<file path="src/rtl/fifo_pkg.sv">
// Shared definitions for the FIFO drain checker: state encoding and stall LFSR constants.
package fifo_pkg;

  localparam logic [1:0] ST_IDLE = 2'd0;
  localparam logic [1:0] ST_RUN  = 2'd1;
  localparam logic [1:0] ST_DONE = 2'd2;

  typedef enum logic [1:0] {
    StIdle = ST_IDLE,
    StRun  = ST_RUN,
    StDone = ST_DONE
  } state_e;

  // Galois form of x^8+x^6+x^5+x^4+1, shifting right
  localparam logic [7:0] LFSR_TAPS          = 8'hB8;
  localparam logic [7:0] STALL_SEED_DEFAULT = 8'hA5;

  function automatic logic [7:0] lfsr_step(input logic [7:0] s);
    return {1'b0, s[7:1]} ^ (s[0] ? LFSR_TAPS : 8'h00);
  endfunction

endpackage

</file>
<file path="src/rtl/fifo_drain_lfsr.sv">
// 8-bit Galois LFSR used to generate pseudo-random read backpressure.
module fifo_drain_lfsr
  import fifo_pkg::*;
(
  input  logic       clk,
  input  logic       rst,
  input  logic       adv,
  input  logic [7:0] seed,
  output logic [7:0] lfsr
);

  logic [7:0] r_lfsr;

  always_ff @(posedge clk) begin
    if (rst) begin
      r_lfsr <= seed;
    end else if (adv) begin
      r_lfsr <= lfsr_step(r_lfsr);
    end
  end

  assign lfsr = r_lfsr;

endmodule

</file>
<file path="config.mk">
export PLATFORM = sky130hd
export DESIGN_NAME = fifo_drain_lfsr
export DESIGN_NICKNAME = d
export VERILOG_FILES = /design/src/rtl/fifo_pkg.sv /design/src/rtl/fifo_drain_lfsr.sv
export SDC_FILE = /design/constraint.sdc
export NUM_CORES = 1
export LEC_CHECK = 0
export ABC_CLOCK_PERIOD_IN_PS = 1700
export BUFFER_PORTS_ARGS = -buffer_cell sky130_fd_sc_hd__buf_2
export CAP_MARGIN = 20
export CORE_AREA = 5 5 42 44
export CTS_BUF_LIST = sky130_fd_sc_hd__clkbuf_8
export DETAILED_ROUTE_END_ITERATION = 12
export DIE_AREA = 0 0 47 49
export SLEW_MARGIN = 20
export SYNTH_ARGS = -nofsm -noshare
export SYNTH_HDL_FRONTEND = slang
export SYNTH_SLANG_ARGS = --single-unit
</file>
<file path="constraint.sdc">
create_clock -name clk -period 1.7 [get_ports clk]
set_input_delay 0.17 -clock clk [delete_from_list [all_inputs] [get_ports clk]]
set_output_delay 0.17 -clock clk [all_outputs]
set_load 0.05 [all_outputs]
</file>
==> qor.txt, run 1 <==
Crit-path max cell delay = 0.46 ns
Skew final = 0.003315 ns
Boundary Pins = 19
# nets final = 57
Clk buf depth = 2
Cts hold-fix bufs = 0
Post-CTS Setup Repair Bufs = 0
Setup tns final = 0 ns
Core Footprint = 1401 um^2
Drt initial violations = 3
FILL cells = 149
F_max = 859.0 MHz
Syn_nets = 35
DRC errors left = 0
DIE AREA = 2303 um^2
Gpl congestion = 0.7209
Gr usage total = 6.419%
Max-capacitance violation count = 0
Status = complete, no violations
Final worst slack = 0.5358 ns
Port Buffers = 18
Post_cts resized = 0
Routed len/inst = 11.92 um
Worst Tran Pin Value = 0.3180 ns
Clock Pin Slew Worst Setup and Hold Paths = 0.04 ns
Critical Path End Type = output pin
Clk Latency, worst-skew pair = 0.23 ns
Critical path required time = 1.53 ns
Crit path buf inv count = 1
ANT nets after route = 0
Initial Util = 26.96%
# setup viols final = 0
Warnings, synthesis = 0
CP max FO = 5
Initial antenna violation count = 0
RSZ-0062 raised after global routing = false
First-pass GRT wire length = 1.028 mm
Worst reg-to-reg setup slack = 0.64 ns
CTS Buf Count = 3
Max reg flops = 8
Final wirelength = 715 um
Die Span X = 47 um
Slowest CP cell = edfxtp_1
Critical path cell sequence = buf_2
Setup crit start = lfsr[0]
WP data arrival = 0.99 ns
Total number of vias = 259
Dpl cells = 57
Sequential fraction of the synthesis area = 63.58%
CTS tree = built
Worst min-delay path class = input port to register
Fin crit share = 68.48%
# rows = 14
Post-Syn Area = 377.9 um^2
Layout Cells excl Fill = 60
Synth unique cells = 8
Power density cells = 1266 nW/um^2
Pin count of the biggest net entering global routing = 13
CP top delay family = flip-flops
H-tree levels = 1
Setup CP Type = register to output pin
R2R depth = 2
Die H = 49 um
Post-place setup slack = 0.6059 ns
Leak = 0.2262 nW
Layout cells sized above 1 = 59.09%
Vias per inst = 4.317
Vias in the first global route = 257
Slew HR = 78.80%
Final hold viol count = 0
Hold path depth = 3
VDD IR max = 0.0004615 V
Area Growth Syn to Fin = 37.09%
Crit start category = register
Drt first pass iters = 4
Mapped Cells = 24
Worst hold margin = 0.2319 ns
Clock Sinks = 8
RR Endpoint = lfsr[3]
Average size of a mapped cell = 15.74 um^2
# diodes = 0
Hold Path Origin = seed[5]
Final Util = 36.96%
CTS root buffer = clkbuf_8
Grt ovf = 0
Hold Path End = lfsr[5]
Critical R2R Launch = lfsr[0]
Yosys reg bits = 8
Pins Over Slew Limit = 0
Min cycle time layout = 1.164 ns
==> layout by cell type, fill, tap and decap left out, drive strengths merged <==
cell type,count
clkbuf,3
o21ai,3
or2,1
edfxtp,8
xnor2,3
mux2,5
nand2,3
buf,18
==> worst max path at each step <==
stage	cells after the start	end
final	1	lfsr[0]
after CTS	1	lfsr[0]
after floorplan	1	lfsr[7]
after global placement	2	lfsr[5]
after detailed placement	2	lfsr[5]
after global routing	1	lfsr[0]
==> routing by layer <==
metal | track usage (%) | routed length [um]
met4 | 4.147 | 0
met2 | 9.276 | 343
met3 | 4.059 | 67
met1 | 6.636 | 304
met5 | 0 | 0
==> stage by stage <==
stage / area (um^2) / power [W]
4_1_cts: 518.0 / 0.0006596
3_3_place_gp: 476.7 / 0.0004340
5_1_grt: 518.0 / 0.0006804
2_1_floorplan: 377.9 / 0.0003943
6_report: 518.0 / 0.0006560
3_5_place_dp: 476.7 / 0.0004339
==> cells in the mapped netlist <==
master    number  area (um^2)
mux2_2         2        22.52
o21ai_1        3        15.01
buf_6          1        11.26
mux2_4         3        45.04
or2_1          1        6.260
edfxtp_1       8        240.2
xnor2_1        3        26.28
nand2_1        3        11.26
==> layout make-up <==
cell class / count / area [um^2] / share of cell area (%)
flip-flops and latches: 8 / 240.2 / 46.38
well taps: 16 / 20.02 / 3.865
repair buffers: 18 / 90.09 / 17.39
clock buffers: 3 / 41.29 / 7.971
multi-input cells: 15 / 126.4 / 24.40
==> cell families (layout without fill, tap and decap cells) <==
kind of cell	Yosys count	count (layout)	synth area share [%]
buffers and inverters	1	21	2.980
muxes	5	5	17.88
DFF	8	8	63.58
xor gates and xnor gates	3	3	6.955
AOI/OAI and AO/OA	3	3	3.972
and+or+nand+nor	4	4	4.637
==> power breakdown <==
part           leakage, nW  switching (W)  internal, W
clock network       0.0216      0.0000737     0.000153
registers           0.0822      0.0000155     0.000249
logic                0.122       0.000112    0.0000525
(Power assumes the default switching activity.)
==> inputs of run 2 (changes only) <==
Settings changed: ABC_AREA set to 1, ABC_CLOCK_PERIOD_IN_PS 1700 to 1200.
Clock period 1.7 ns to 1.2 ns, I/O delays scaled along.
==> qor.txt, run 2 <==
Gpl congestion = 0.6905 (-4.2%)
Skew final = 0.002174 ns (-0.001141 ns)
Most frequent cells in the layout = nand2_1 (25), buf_2 (18), edfxtp_1 (8)
Critical path cell sequence = buf_2
Critical path required time = 1.08 ns (-0.45 ns)
H-tree levels = 1 (unchanged)
Sequential fraction of the synthesis area = 61.54% (-2.0 points)
Area Growth Syn to Fin = 35.90%
DIE AREA = 2303 um^2 (unchanged)
# setup viols final = 0 (unchanged)
Clock Sinks = 8 (unchanged)
Grt met3 use = 3.321% (-0.74 points)
Slowest CP cell = edfxtp_1
RSZ-0062 raised after global routing = false
Setup tns final = 0 ns (unchanged)
Busiest grt layer = met2
WP data arrival = 0.95 ns (-0.04 ns)
Boundary Pins = 19 (unchanged)
Yosys reg bits = 8 (unchanged)
VDD IR max = 0.0007153 V (+55%)
Placed Area = 489.2 um^2 (+2.6%)
Initial antenna violation count = 0 (unchanged)
Initial Util = 27.86% (+0.89 points)
Fraction of registers with async set/reset = 0% (unchanged)
Post-CTS Setup Repair Bufs = 0 (unchanged)
Die Span X = 47 um (unchanged)
Met1 Use GR = 9.153% (+2.5 points)
First-pass GRT wire length = 1.235 mm (+20%)
Crit start category = register
Clock Pin Slew Worst Setup and Hold Paths = 0.04 ns (about the same)
ANT nets after route = 0 (unchanged)
Cts hold-fix bufs = 0 (unchanged)
Grt ovf = 0 (unchanged)
Post-place setup slack = 0.1980 ns (-0.4079 ns)
Synth top area cells = edfxtp_1 (62%), nand2_1 (24%), inv_1 (4.8%), nand3_1 (3.8%), buf_6 (2.9%)
Worst Tran Pin Value = 0.3327 ns (+0.01469 ns)
F_max = 934.5 MHz
Synth cell count leaders = nand2_1 (25), edfxtp_1 (8), inv_1 (5), nand3_1 (3)
Drt first pass iters = 3 (-1)
Crit path buf inv count = 1 (unchanged)
Design area = 530.5 um^2 (+2.4%)
Total number of vias = 339 (+31%)
Average size of a mapped cell = 8.872 um^2 (-44%)
Max reg flops = 8 (unchanged)
CTS root buffer = clkbuf_8
Crit-path max cell delay = 0.42 ns (-0.04 ns)
Slew HR = 77.82% (-0.98 points)
EDFF count, synth = 8 (unchanged)
Vias in the first global route = 294 (+14%)
Synth unique cells = 7 (-1)
Post_cts resized = 0 (unchanged)
Dpl cells = 77 (+35%)
Final wirelength = 849 um (+19%)
Port Buffers = 18 (unchanged)
Post-synth top area share = 61.54% (-2.0 points)
Leak = 0.2799 nW (+24%)
Layout cells sized above 1 = 34.38% (-25 points)
Max-capacitance violation count = 0 (unchanged)
Fin crit share = 89.17%
Worst hold margin = 0.1624 ns (-0.06948 ns)
CP top delay family = flip-flops
Clk Latency, worst-skew pair = 0.23 ns (about the same)
Met2 Track Usage GR = 10.86% (+1.6 points)
Post-Syn Area = 390.4 um^2 (+3.3%)
Min cycle time layout = 1.070 ns
# nets final = 77 (+35%)
Critical Path End Type = output pin
Core Footprint = 1401 um^2 (unchanged)
Commonest non-fill, non-tap cell in the layout = nand2_1
Mapped Cells = 44 (+83%)
Final hold viol count = 0 (unchanged)
# rows = 14 (unchanged)
Gr usage total = 7.775% (+1.4 points)
CP max FO = 5 (unchanged)
Dominant synthesized flop cell = edfxtp_1
Top-count cell post-synth = nand2_1
Setup CP Type = register to output pin
Die H = 49 um (unchanged)
Status = complete, no violations
Clk buf depth = 2 (unchanged)
Vias per inst = 4.238 (-1.8%)
Pins Over Slew Limit = 0 (unchanged)
DRC errors left = 0 (unchanged)
CTS tree = built
Final worst slack = 0.1299 ns (-0.4059 ns)
Pin count of the biggest net entering global routing = 12 (-1)
Syn_nets = 55 (+57%)
Yosys top cell by area = edfxtp_1
CTS Buf Count = 3 (unchanged)
Routed len/inst = 10.61 um (-11%)
Drt initial violations = 10 (+7)
Warnings, synthesis = 0 (unchanged)
Power density cells = 1690 nW/um^2 (+33%)
Layout Cells excl Fill = 80 (+33%)
# diodes = 0 (unchanged)
Worst min-delay path class = input port to register
[run 2: cell types whose count changed in the layout (fill, tap and decap cells not counted)]
cell	before	now
nand2_1	3	25
inv_1	0	4
mux2_4	3	0
nand3_1	0	3
o21ai_1	3	0
xnor2_1	3	0
mux2_2	2	0
inv_2	0	1
o21ai_0	0	1
[run 2: cell type report]
| cell class | instances | area [um^2] |
|---|---|---|
| repair buffers | 18 | 90.09 |
| flip-flops and latches | 8 | 240.2 |
| clock buffers | 3 | 41.29 |
| fillers | 159 | 870.8 |
| multi-input cells | 30 | 120.1 |
| inverters | 5 | 18.77 |
| well taps | 16 | 20.02 |
[run 2: power breakdown]
group | internal, W | switching, W | leakage [nW] | total, W
Clock | 0.000217 | 0.000102 | 0.0216 | 0.000319
Sequential | 0.000348 | 0.0000209 | 0.0832 | 0.000369
Combinational | 0.0000508 | 0.000157 | 0.175 | 0.000208
[run 2: worst paths after layout]
| kind | cells past startpoint | from | slack, ns | to |
|---|---|---|---|---|
| max | 1 | lfsr[0] | 0.13 | lfsr[0] |
| min | 3 | seed[1] | 0.16 | lfsr[1] |
| max reg2reg | 4 | lfsr[0] | 0.20 | lfsr[3] |
| min reg2reg | 2 | lfsr[1] | 0.54 | lfsr[0] |
[run 2: logic make-up (layout without fill, tap and decap cells)]
group	after synthesis	after routing	synth area share, %
AO/OA/AOI/OAI	1	1	1.281
AND/OR/NAND/NOR	29	29	29.49
flip-flops	8	8	61.54
buffers and inverters	6	26	7.693
[run 2: routing by layer]
| layer | wire, um | part of all wire (%) |
|---|---|---|
| met1 | 353 | 42 |
| met2 | 407 | 48 |
| met3 | 72 | 8.5 |
| met4 | 16 | 1.9 |
| met5 | 0 | 0 |
[run 2: per-stage QoR]
step	utilization, %	total power [W]
after floorplan	-	0.0005286
after global placement	34.91	0.0005811
after detailed placement	34.91	0.0005841
after CTS	37.86	0.0008990
after global routing	37.86	0.0009296
final	37.86	0.0008968
==> inputs of run 3 (changes only) <==
Settings changed: HOLD_SLACK_MARGIN set to 0.12, REMOVE_ABC_BUFFERS set to 1.
==> qor.txt, run 3 (synthesized netlist as in run 2, its figures left out) <==
H-tree levels = 1 (unchanged)
Final wirelength = 791 um (-6.8%)
Drt initial violations = 4 (-6)
Worst Tran Pin Value = 0.3607 ns (+0.02799 ns)
Post_cts resized = 0 (unchanged)
Pin count of the biggest net entering global routing = 12 (unchanged)
CTS Buf Count = 3 (unchanged)
Max-capacitance violation count = 0 (unchanged)
Clk buf depth = 2 (unchanged)
Vias per inst = 4.150 (-2.1%)
Area Growth Syn to Fin = 35.90% (unchanged)
Dpl cells = 77 (unchanged)
CTS tree = built
Worst min-delay path class = input port to register
Power density cells = 1678 nW/um^2 (-0.73%)
Setup tns final = 0 ns (unchanged)
Clk Latency, worst-skew pair = 0.23 ns (about the same)
# nets final = 77 (unchanged)
Die Span X = 47 um (unchanged)
Layout cells sized above 1 = 32.81% (-1.6 points)
Drt first pass iters = 2 (-1)
Status = complete, no violations
Routed len/inst = 9.888 um (-6.8%)
F_max = 968.4 MHz (+3.6%)
Fin crit share = 86.05% (-3.1 points)
Initial antenna violation count = 0 (unchanged)
Min cycle time layout = 1.033 ns (-0.03745 ns)
Gpl congestion = 0.6847 (-0.84%)
Critical path cell sequence = buf_2
Initial Util = 27.86% (unchanged)
Crit-path max cell delay = 0.40 ns (-0.02 ns)
Pins Over Slew Limit = 0 (unchanged)
Gr usage total = 8.097% (+0.32 points)
Core Footprint = 1401 um^2 (unchanged)
Leak = 0.2808 nW (+0.32%)
Switching power = 0.0002748 W (-2.1%)
Sw frac = 30.87% (-0.42 points)
CP max FO = 5 (unchanged)
ANT nets after route = 0 (unchanged)
Slowest CP cell = edfxtp_1
Commonest non-fill, non-tap cell in the layout = nand2_1
VDD IR max = 0.0007603 V (+6.3%)
Port Buffers = 18 (unchanged)
Slew HR = 75.96% (-1.9 points)
Critical path required time = 1.08 ns (about the same)
Post-CTS Setup Repair Bufs = 0 (unchanged)
DP HPWL = 628.5 um
Most frequent cells in the layout = nand2_1 (25), buf_2 (18), edfxtp_1 (8)
Final hold viol count = 0 (unchanged)
Layout Cells excl Fill = 80 (unchanged)
Setup CP Type = register to output pin
Clock Sinks = 8 (unchanged)
Boundary Pins = 19 (unchanged)
Crit path buf inv count = 1 (unchanged)
Max reg flops = 8 (unchanged)
CTS root buffer = clkbuf_8
Post-place setup slack = 0.1601 ns (-0.03791 ns)
Die H = 49 um (unchanged)
DIE AREA = 2303 um^2 (unchanged)
RSZ-0062 raised after global routing = false
Vias in the first global route = 328 (+12%)
Crit start category = register
P_int = 0.0006154 W (-0.12%)
Overall Power = 0.0008902 W (-0.73%)
Final worst slack = 0.1674 ns (+0.03745 ns)
CP top delay family = flip-flops
FILL cells = 167 (+5.0%)
Grt ovf = 0 (unchanged)
Critical Path End Type = output pin
Seq pwr share = 41.0% (-0.2 points)
Cts hold-fix bufs = 0 (unchanged)
WP data arrival = 0.91 ns (-0.04 ns)
# diodes = 0 (unchanged)
Clock Pin Slew Worst Setup and Hold Paths = 0.04 ns (about the same)
Combinational share of power = 23.4% (+0.2 points)
# rows = 14 (unchanged)
Clk pwr share = 35.5% (about the same)
DRC errors left = 0 (unchanged)
First-pass GRT wire length = 1.297 mm (+5.0%)
Skew final = 0.001852 ns (-0.0003221 ns)
# setup viols final = 0 (unchanged)
Total number of vias = 332 (-2.1%)
-- run 3: area by class of cell --
cell class	instances	area, um^2	share of cell area [%]
inverters	5	18.77	3.538
multi-input cells	30	120.1	22.64
clock buffers	3	41.29	7.783
flip-flops and latches	8	240.2	45.28
repair buffers	18	90.09	16.98
well taps	16	20.02	3.774
-- run 3: power groups by stage --
stage | clock network (W) | logic, W | registers (W)
3_5_place_dp | 0 | 0.000211 | 0.000370
4_1_cts | 0.000327 | 0.000211 | 0.000366
6_report | 0.000316 | 0.000208 | 0.000365
3_3_place_gp | 0 | 0.000210 | 0.000371
5_1_grt | 0.000343 | 0.000225 | 0.000371
2_1_floorplan | 0 | 0.0000457 | 0.000476
-- run 3: path summary, 6_finish.rpt --
path	start	end	slack [ns]	cells past startpoint
setup / recovery	lfsr[0]	lfsr[0]	0.17	1
hold / removal	seed[2]	lfsr[2]	0.17	3
setup reg to reg	lfsr[0]	lfsr[3]	0.18	4
hold reg to reg	lfsr[3]	lfsr[2]	0.54	2
-- run 3: worst min-delay path: stages --
cell	delay [ns]
buf_2	0.07
nand2_1	0.04
nand2_1	0.05
-- run 3: per-stage QoR --
stage	util, %	instance area [um^2]	hold WS [ns]
2_1_floorplan	-	379.1	0.3017
3_3_place_gp	34.91	489.2	0.3935
3_5_place_dp	34.91	489.2	0.3965
4_1_cts	37.86	530.5	0.1612
5_1_grt	37.86	530.5	0.1796
6_report	37.86	530.5	0.1653
-- run 3: layer usage --
metal	part of all wire, %	vias to the layer above	GRT usage (%)
met5	0	-	0
met4	1.8	0	6.912
met3	8.5	2	2.214
met2	46	14	10.41
met1	43	138	10.61
li1	-	178	-
